--- src/rtl/soda_pkg.sv ---
// Shared constants and types for the soda vending controller and its TAP.
package soda_pkg;

  localparam int unsigned CREDIT_W     = 7;
  localparam int unsigned COIN_NICKEL  = 5;
  localparam int unsigned COIN_DIME    = 10;
  localparam int unsigned COIN_QUARTER = 25;

  localparam int unsigned IDCODE_W = 32;
  localparam int unsigned STATUS_W = 8;

  localparam logic [3:0] IR_IDCODE  = 4'b0001;
  localparam logic [3:0] IR_STATUS  = 4'b0010;
  localparam logic [3:0] IR_BYPASS  = 4'b1111;
  localparam logic [3:0] IR_CAPTURE = 4'b0001;

  typedef enum logic [3:0] {
    TAP_RESET, TAP_IDLE,
    SEL_DR, CAP_DR, SH_DR, EX1_DR, PAUSE_DR, EX2_DR, UPD_DR,
    SEL_IR, CAP_IR, SH_IR, EX1_IR, PAUSE_IR, EX2_IR, UPD_IR
  } tap_state_t;

  typedef enum logic [1:0] {DR_BYPASS, DR_IDCODE, DR_STATUS} dr_sel_t;

endpackage

--- src/rtl/soda_machine_if.sv ---
// Coin inputs and vending outputs of the soda machine.
interface soda_machine_if;
  logic n2;
  logic d2;
  logic q2;
  logic n_out;
  logic d_out;
  logic dispense;

  modport master (output n2, d2, q2, input n_out, d_out, dispense);
  modport slave  (input n2, d2, q2, output n_out, d_out, dispense);
endinterface

--- src/rtl/soda_tap.sv ---
// JTAG TAP: 16-state controller, IR, IDCODE/STATUS/BYPASS data registers.
module soda_tap
  import soda_pkg::*;
#(
  parameter int unsigned IR_W       = 4,
  parameter logic [31:0] IDCODE_VAL = 32'h0100_5A17
) (
  input  logic                clk,
  input  logic                trst_n,
  input  logic                tms,
  input  logic                tdi,
  input  logic [STATUS_W-1:0] status,
  output logic                tdo
);

  tap_state_t          state, state_nxt;
  logic [IR_W-1:0]     ir, ir_sh;
  logic [IDCODE_W-1:0] dr_sh;
  dr_sel_t             dr_sel_c;

  // TAP state register
  always_ff @(posedge clk or negedge trst_n) begin
    if (!trst_n) state <= TAP_RESET;
    else         state <= state_nxt;
  end

  // TAP next-state decode from tms
  always_comb begin
    state_nxt = state;
    case (state)
      TAP_RESET: state_nxt = tms ? TAP_RESET : TAP_IDLE;
      TAP_IDLE:  state_nxt = tms ? SEL_DR    : TAP_IDLE;
      SEL_DR:    state_nxt = tms ? SEL_IR    : CAP_DR;
      CAP_DR:    state_nxt = tms ? EX1_DR    : SH_DR;
      SH_DR:     state_nxt = tms ? EX1_DR    : SH_DR;
      EX1_DR:    state_nxt = tms ? UPD_DR    : PAUSE_DR;
      PAUSE_DR:  state_nxt = tms ? EX2_DR    : PAUSE_DR;
      EX2_DR:    state_nxt = tms ? UPD_DR    : SH_DR;
      UPD_DR:    state_nxt = tms ? SEL_DR    : TAP_IDLE;
      SEL_IR:    state_nxt = tms ? TAP_RESET : CAP_IR;
      CAP_IR:    state_nxt = tms ? EX1_IR    : SH_IR;
      SH_IR:     state_nxt = tms ? EX1_IR    : SH_IR;
      EX1_IR:    state_nxt = tms ? UPD_IR    : PAUSE_IR;
      PAUSE_IR:  state_nxt = tms ? EX2_IR    : PAUSE_IR;
      EX2_IR:    state_nxt = tms ? UPD_IR    : SH_IR;
      UPD_IR:    state_nxt = tms ? SEL_DR    : TAP_IDLE;
      default:   state_nxt = TAP_RESET;
    endcase
  end

  // Instruction decode; unknown codes fall back to bypass
  always_comb begin
    dr_sel_c = DR_BYPASS;
    if (ir == IR_W'(IR_IDCODE))      dr_sel_c = DR_IDCODE;
    else if (ir == IR_W'(IR_STATUS)) dr_sel_c = DR_STATUS;
    else if (ir == IR_W'(IR_BYPASS)) dr_sel_c = DR_BYPASS;
  end

  // Instruction register: capture, shift, update; IDCODE while in reset
  always_ff @(posedge clk or negedge trst_n) begin
    if (!trst_n) begin
      ir    <= IR_W'(IR_IDCODE);
      ir_sh <= '0;
    end else begin
      case (state)
        TAP_RESET: ir    <= IR_W'(IR_IDCODE);
        CAP_IR:    ir_sh <= IR_W'(IR_CAPTURE);
        SH_IR:     ir_sh <= {tdi, ir_sh[IR_W-1:1]};
        UPD_IR:    ir    <= ir_sh;
        default:   ;
      endcase
    end
  end

  // Data shift register; length follows the selected DR, tdi enters its MSB
  always_ff @(posedge clk or negedge trst_n) begin
    if (!trst_n) begin
      dr_sh <= '0;
    end else if (state == CAP_DR) begin
      case (dr_sel_c)
        DR_IDCODE: dr_sh <= IDCODE_VAL;
        DR_STATUS: dr_sh <= IDCODE_W'(status);
        default:   dr_sh <= '0;
      endcase
    end else if (state == SH_DR) begin
      case (dr_sel_c)
        DR_IDCODE: dr_sh <= {tdi, dr_sh[IDCODE_W-1:1]};
        DR_STATUS: dr_sh <= IDCODE_W'({tdi, dr_sh[STATUS_W-1:1]});
        default:   dr_sh <= IDCODE_W'(tdi);
      endcase
    end
  end

  // Serial out is live only while shifting
  always_comb begin
    tdo = 1'b0;
    if (state == SH_DR)      tdo = dr_sh[0];
    else if (state == SH_IR) tdo = ir_sh[0];
  end

endmodule

--- src/rtl/soda_machine.sv ---
// Coin-operated soda vending controller with JTAG identification/status TAP.
module soda_machine
  import soda_pkg::*;
#(
  parameter int unsigned PRICE      = 35,
  parameter logic [31:0] IDCODE_VAL = 32'h0100_5A17,
  parameter int unsigned IR_W       = 4
) (
  input  logic           clk,
  input  logic           rst,
  soda_machine_if.slave  bus,
  input  logic           tdi,
  output logic           tdo,
  input  logic           tck,
  input  logic           tms,
  input  logic           trst_n
);

  logic [CREDIT_W-1:0] credit, change;
  logic [CREDIT_W-1:0] coin_val_c, sum_c;
  logic                dispense_q, n_out_q, d_out_q;
  logic                busy_c;
  logic [STATUS_W-1:0] status_c;
  logic                tck_unused;

  // tck is the same net as clk at integration; nothing samples it here
  assign tck_unused = tck;

  // Single accepted coin per cycle, quarter over dime over nickel
  always_comb begin
    coin_val_c = '0;
    if (!bus.q2)      coin_val_c = CREDIT_W'(COIN_QUARTER);
    else if (!bus.d2) coin_val_c = CREDIT_W'(COIN_DIME);
    else if (!bus.n2) coin_val_c = CREDIT_W'(COIN_NICKEL);
  end

  assign sum_c  = credit + coin_val_c;
  assign busy_c = (change != '0);

  // Credit accumulation, dispense and one-coin-per-cycle change return
  always_ff @(posedge clk or negedge rst) begin
    if (!rst) begin
      credit     <= '0;
      change     <= '0;
      dispense_q <= 1'b0;
      n_out_q    <= 1'b0;
      d_out_q    <= 1'b0;
    end else begin
      dispense_q <= 1'b0;
      n_out_q    <= 1'b0;
      d_out_q    <= 1'b0;
      if (busy_c) begin
        if (change >= CREDIT_W'(COIN_DIME)) begin
          d_out_q <= 1'b1;
          change  <= change - CREDIT_W'(COIN_DIME);
        end else begin
          // change is always a multiple of 5, so the remainder is one nickel
          n_out_q <= 1'b1;
          change  <= '0;
        end
      end else if (coin_val_c != '0) begin
        if (sum_c >= CREDIT_W'(PRICE)) begin
          dispense_q <= 1'b1;
          change     <= sum_c - CREDIT_W'(PRICE);
          credit     <= '0;
        end else begin
          credit <= sum_c;
        end
      end
    end
  end

  assign bus.dispense = dispense_q;
  assign bus.n_out    = n_out_q;
  assign bus.d_out    = d_out_q;

  // Status snapshot in nickel units for the STATUS scan register
  assign status_c = {busy_c, 3'(credit / CREDIT_W'(5)), 3'(change / CREDIT_W'(5)), 1'b0};

  soda_tap #(
    .IR_W       (IR_W),
    .IDCODE_VAL (IDCODE_VAL)
  ) u_tap (
    .clk    (clk),
    .trst_n (trst_n),
    .tms    (tms),
    .tdi    (tdi),
    .status (status_c),
    .tdo    (tdo)
  );

endmodule

--- src/flat_wrapper.sv ---
// flat-port wrapper written by rule: the top's interface ports become plain ports
module soda_machine_flat import soda_pkg::*;
#(
  parameter int unsigned PRICE      = 35,
  parameter logic [31:0] IDCODE_VAL = 32'h0100_5A17,
  parameter int unsigned IR_W       = 4
)
  (clk, rst, tdi, tdo, tck, tms, trst_n, bus_n2, bus_d2, bus_q2, bus_n_out, bus_d_out, bus_dispense);
  soda_machine_if bus_i ();
  input  logic clk;
  input  logic rst;
  input  logic tdi;
  output logic tdo;
  input  logic tck;
  input  logic tms;
  input  logic trst_n;
  input wire logic [$bits(bus_i.n2)-1:0] bus_n2;
  input wire logic [$bits(bus_i.d2)-1:0] bus_d2;
  input wire logic [$bits(bus_i.q2)-1:0] bus_q2;
  output wire logic [$bits(bus_i.n_out)-1:0] bus_n_out;
  output wire logic [$bits(bus_i.d_out)-1:0] bus_d_out;
  output wire logic [$bits(bus_i.dispense)-1:0] bus_dispense;
  assign bus_i.n2 = bus_n2;
  assign bus_i.d2 = bus_d2;
  assign bus_i.q2 = bus_q2;
  assign bus_n_out = bus_i.n_out;
  assign bus_d_out = bus_i.d_out;
  assign bus_dispense = bus_i.dispense;
  soda_machine #(.PRICE(PRICE), .IDCODE_VAL(IDCODE_VAL), .IR_W(IR_W)) u_core (.clk(clk), .rst(rst), .bus(bus_i), .tdi(tdi), .tdo(tdo), .tck(tck), .tms(tms), .trst_n(trst_n));
endmodule
--- config.mk ---
export PLATFORM = sky130hd
export DESIGN_NAME = soda_machine_flat
export DESIGN_NICKNAME = d
export VERILOG_FILES = /design/src/rtl/soda_pkg.sv /design/src/rtl/soda_machine_if.sv /design/src/rtl/soda_tap.sv /design/src/rtl/soda_machine.sv /design/src/flat_wrapper.sv
export SDC_FILE = /design/constraint.sdc
export NUM_CORES = 1
export LEC_CHECK = 0
export CAP_MARGIN = 10
export CORE_MARGIN = 5
export CORE_UTILIZATION = 50
export CTS_BUF_LIST = sky130_fd_sc_hd__clkbuf_2
export DETAILED_ROUTE_END_ITERATION = 7
export PLACE_DENSITY = 0.7
export SLEW_MARGIN = 5
export SYNTH_ARGS = -nofsm -noshare
export SYNTH_HDL_FRONTEND = slang
export SYNTH_SLANG_ARGS = --single-unit
--- constraint.sdc ---
create_clock -name clk -period 2.8 [get_ports clk]
set_input_delay 0.42 -clock clk [delete_from_list [all_inputs] [get_ports clk]]
set_output_delay 0.42 -clock clk [all_outputs]
set_load 0.03 [all_outputs]
==> impl_metrics.ini <==
[clocking]
clock_latency_ps = 510
numCtsBuffers = 9
cts_tree = yes
postCtsHoldBufs = 0
htree_levels = 3
cts.clk_slew.worst_paths_ps = 190
cts_sinks = 61
clk_path_buf_depth = 2
clockRootBuffer = clkbuf_2

[logic_synthesis]
synthFlopType = dfrtp_1
syn_area_um2 = 4080
synth_seq_cells = 61
yosysMostFrequentCell = dfrtp_1
synthCells = 482
synth_top_area_share_pct = 36.8
synth_area_leaders = dfrtp_1 37%, nand2_1 5.2%, o21ai_0 4.3%
avgSynthCellArea_um2 = 8.46
ys_top_cells_by_count = 60 x dfrtp_1, 57 x nand2_1, 46 x nor2_1
synth_top_area_cell = dfrtp_1
ys_types = 68
syn_nets = 504
synth_seq_area_share_pct = 37.5
yosysWarnings = 0
synthArstFlopShare_pct = 100
synth_edf_count = 0

[worst_setup_path]
cp.required_ps = 3210
arrival_ps = 3100
crit_path_max_incr_delay_ps = 420
path_cells = inv_1, ha_4, ha_4, o21bai_1, a221oi_2, buf_4, a21oi_4, xnor2_2, maj3_2, a31o_1, o41a_1
worstSetupStartpointType = flop
end_kind = flop
cp_max_fo = 3
crit_slowest_cell = dfrtp_1
critPathKind = reg2reg
cpMostUsedCell = ha_4

[drt]
drtPass1Iterations = 5
drc_errors = 0
antenna_left = 0
drt-vias-per-instance = 5.84
route.vias.total = 3699
drt_iter0_drc = 210
wl_per_cell_um = 14.8
wirelength_mm = 9.34

[grt]
grt-ovfl-total = 0
antenna_found_initial = 0
grt_pass1_wl_mm = 16.1
use_met1_pct = 25.1
grt_use_total_pct = 19.3
top_usage_layer = met2
grt_max_degree = 45
grt_pass1_vias = 3568
use_met2_pct = 32.7
grtUsageMet3_pct = 3.68

[timing]
fin_setup_tns_ps = 0
holdWs_ps = 34.0
finalCriticalPeriod_ps = 2690
setup_ws_ps = 111
worst_pin_slew_ps = 970
hold_viol = 0
fmaxAchievable_mhz = 372
timing.final.crit_share_pct = 96.0
slew_viol_final = 0
skew_ps = 18.4
rsz0062_at_grt = false
slew_headroom_pct = 35.3
setup_viol = 0

[die]
io_pins = 13
initial_core_util_pct = 50.4
rows = 33
core-area_um2 = 8090
die_h_um = 100
dieArea_um2 = 10100
fp.dieW_um = 100

[power_and_ir_drop]
p_leak_nw = 2.10
power_density_nw_per_um2 = 1280
report.power.total_mw = 6.01
vdd_drop_max_mv = 0.769

[layout]
n_fill_cell = 752
nNetsFinal = 545
multi_input_area_um2 = 2380
drive_gt1_share_pct = 16.9
area_delta_synth_final_pct = 15.3
regArea_um2 = 1530
fin_util_pct = 58.1
diodes = 0

[place]
pre_cts_ws_ps = -365
gp_congestion = 0.899
numPortBuffers = 11
place_hpwl_mm = 6.75

[flow_run]
cap_violations = 0

[min_path]
worstHoldPathType = in2async

[status]
status = completed
final timing paths:
check / startpoint / endpoint / slack (ps) / cells past startpoint
max in group asynchronous: rst / u_core.credit[2]$_DFFE_PN0P_ / 1960 / 1
min in group clk: u_core.u_tap.dr_sh[16]$_DFFE_PN0N_ / u_core.u_tap.dr_sh[15]$_DFFE_PN0N_ / 510 / 1
min: trst_n / u_core.u_tap.state[3]$_DFF_PN0_ / 30 / 1
max reg2reg: u_core.change[4]$_DFFE_PN0P_ / u_core.u_tap.dr_sh[1]$_DFFE_PN0N_ / 110 / 11
min reg2reg: u_core.u_tap.dr_sh[16]$_DFFE_PN0N_ / u_core.u_tap.dr_sh[15]$_DFFE_PN0N_ / 510 / 1
max: u_core.change[4]$_DFFE_PN0P_ / u_core.u_tap.dr_sh[1]$_DFFE_PN0N_ / 110 / 11
worst max-delay path, delay by kind of cell, from the launching register on:
kind            cells  cell delay (ps)
compound gates      5             1070
xor+xnor            1              160
fa+ha+maj           3              660
buf+inv             2              300
flops               1              420
cells by family after synthesis:
family / synth area share [%]
adders and majority gates: 4.69
xor gates and xnor gates: 2.58
and+or+nand+nor: 21.4
buffers and inverters: 5.49
AOI/OAI and AO/OA: 26.7
muxes: 1.72
DFF: 37.5
metrics by stage:
step,cell area (um2),std cells
final,4700,633
after global routing,4700,633
after CTS,4640,631
after detailed placement,4510,614
after global placement,4510,614
after floorplan,4090,482
power breakdown:
group          internal, mW  switching, mW  total [mW]
clock network         0.208          0.354       0.562
registers              1.21          0.278        1.49
logic                  1.78           2.18        3.96
total                  3.20           2.82        6.01
layer usage:
layer | part of all wire (%) | up-vias
li1 | - | 1856
met1 | 47 | 1762
met2 | 49 | 71
met3 | 3.6 | 10
met4 | 0.89 | 0
met5 | 0 | -
placed cells by master, fill, tap and decap left out, drive strengths merged, types with 7 or more instances in the layout:
master	synthesis	final
a21oi	29	29
a22o	9	9
a22oi	15	15
and3	8	8
buf	7	53
clkbuf	25	9
clkdlybuf4s50	0	9
dfrtp	60	60
ha	12	12
inv	15	16
mux2i	7	7
nand2	57	57
nand3	9	9
nor2	46	46
nor2b	11	11
nor3	11	11
o21a	7	7
o21ai	41	41
o22ai	12	12
xnor2	8	8
flip-flops by register name, indices dropped and copies added, names as in the netlist:
signal,count
u_core.u_tap.state,4
u_core.bus.n_out,1
u_core.u_tap.ir,4
u_core.bus.dispense,1
u_core.bus.d_out,1
u_core.credit,7
u_core.u_tap.dr_sh,32
u_core.change,7
u_core.u_tap.ir_sh,4
area by class of cell:
class	instances	share of cell area, %
inverters	15	1.20
clock buffers	9	0.958
flip-flops and latches	61	32.5
repair buffers	62	10.3
multi-input cells	374	50.7
well taps	105	2.79
clock inverters	7	1.60
what timing repair did:
item                                    4_1_cts  5_1_grt
pin swaps                                     1        0
endpoints found under the setup margin        1        5
gates resized for setup                       0        8
setup buffers                                 1        1
Power figures use the tool's default switching activity.
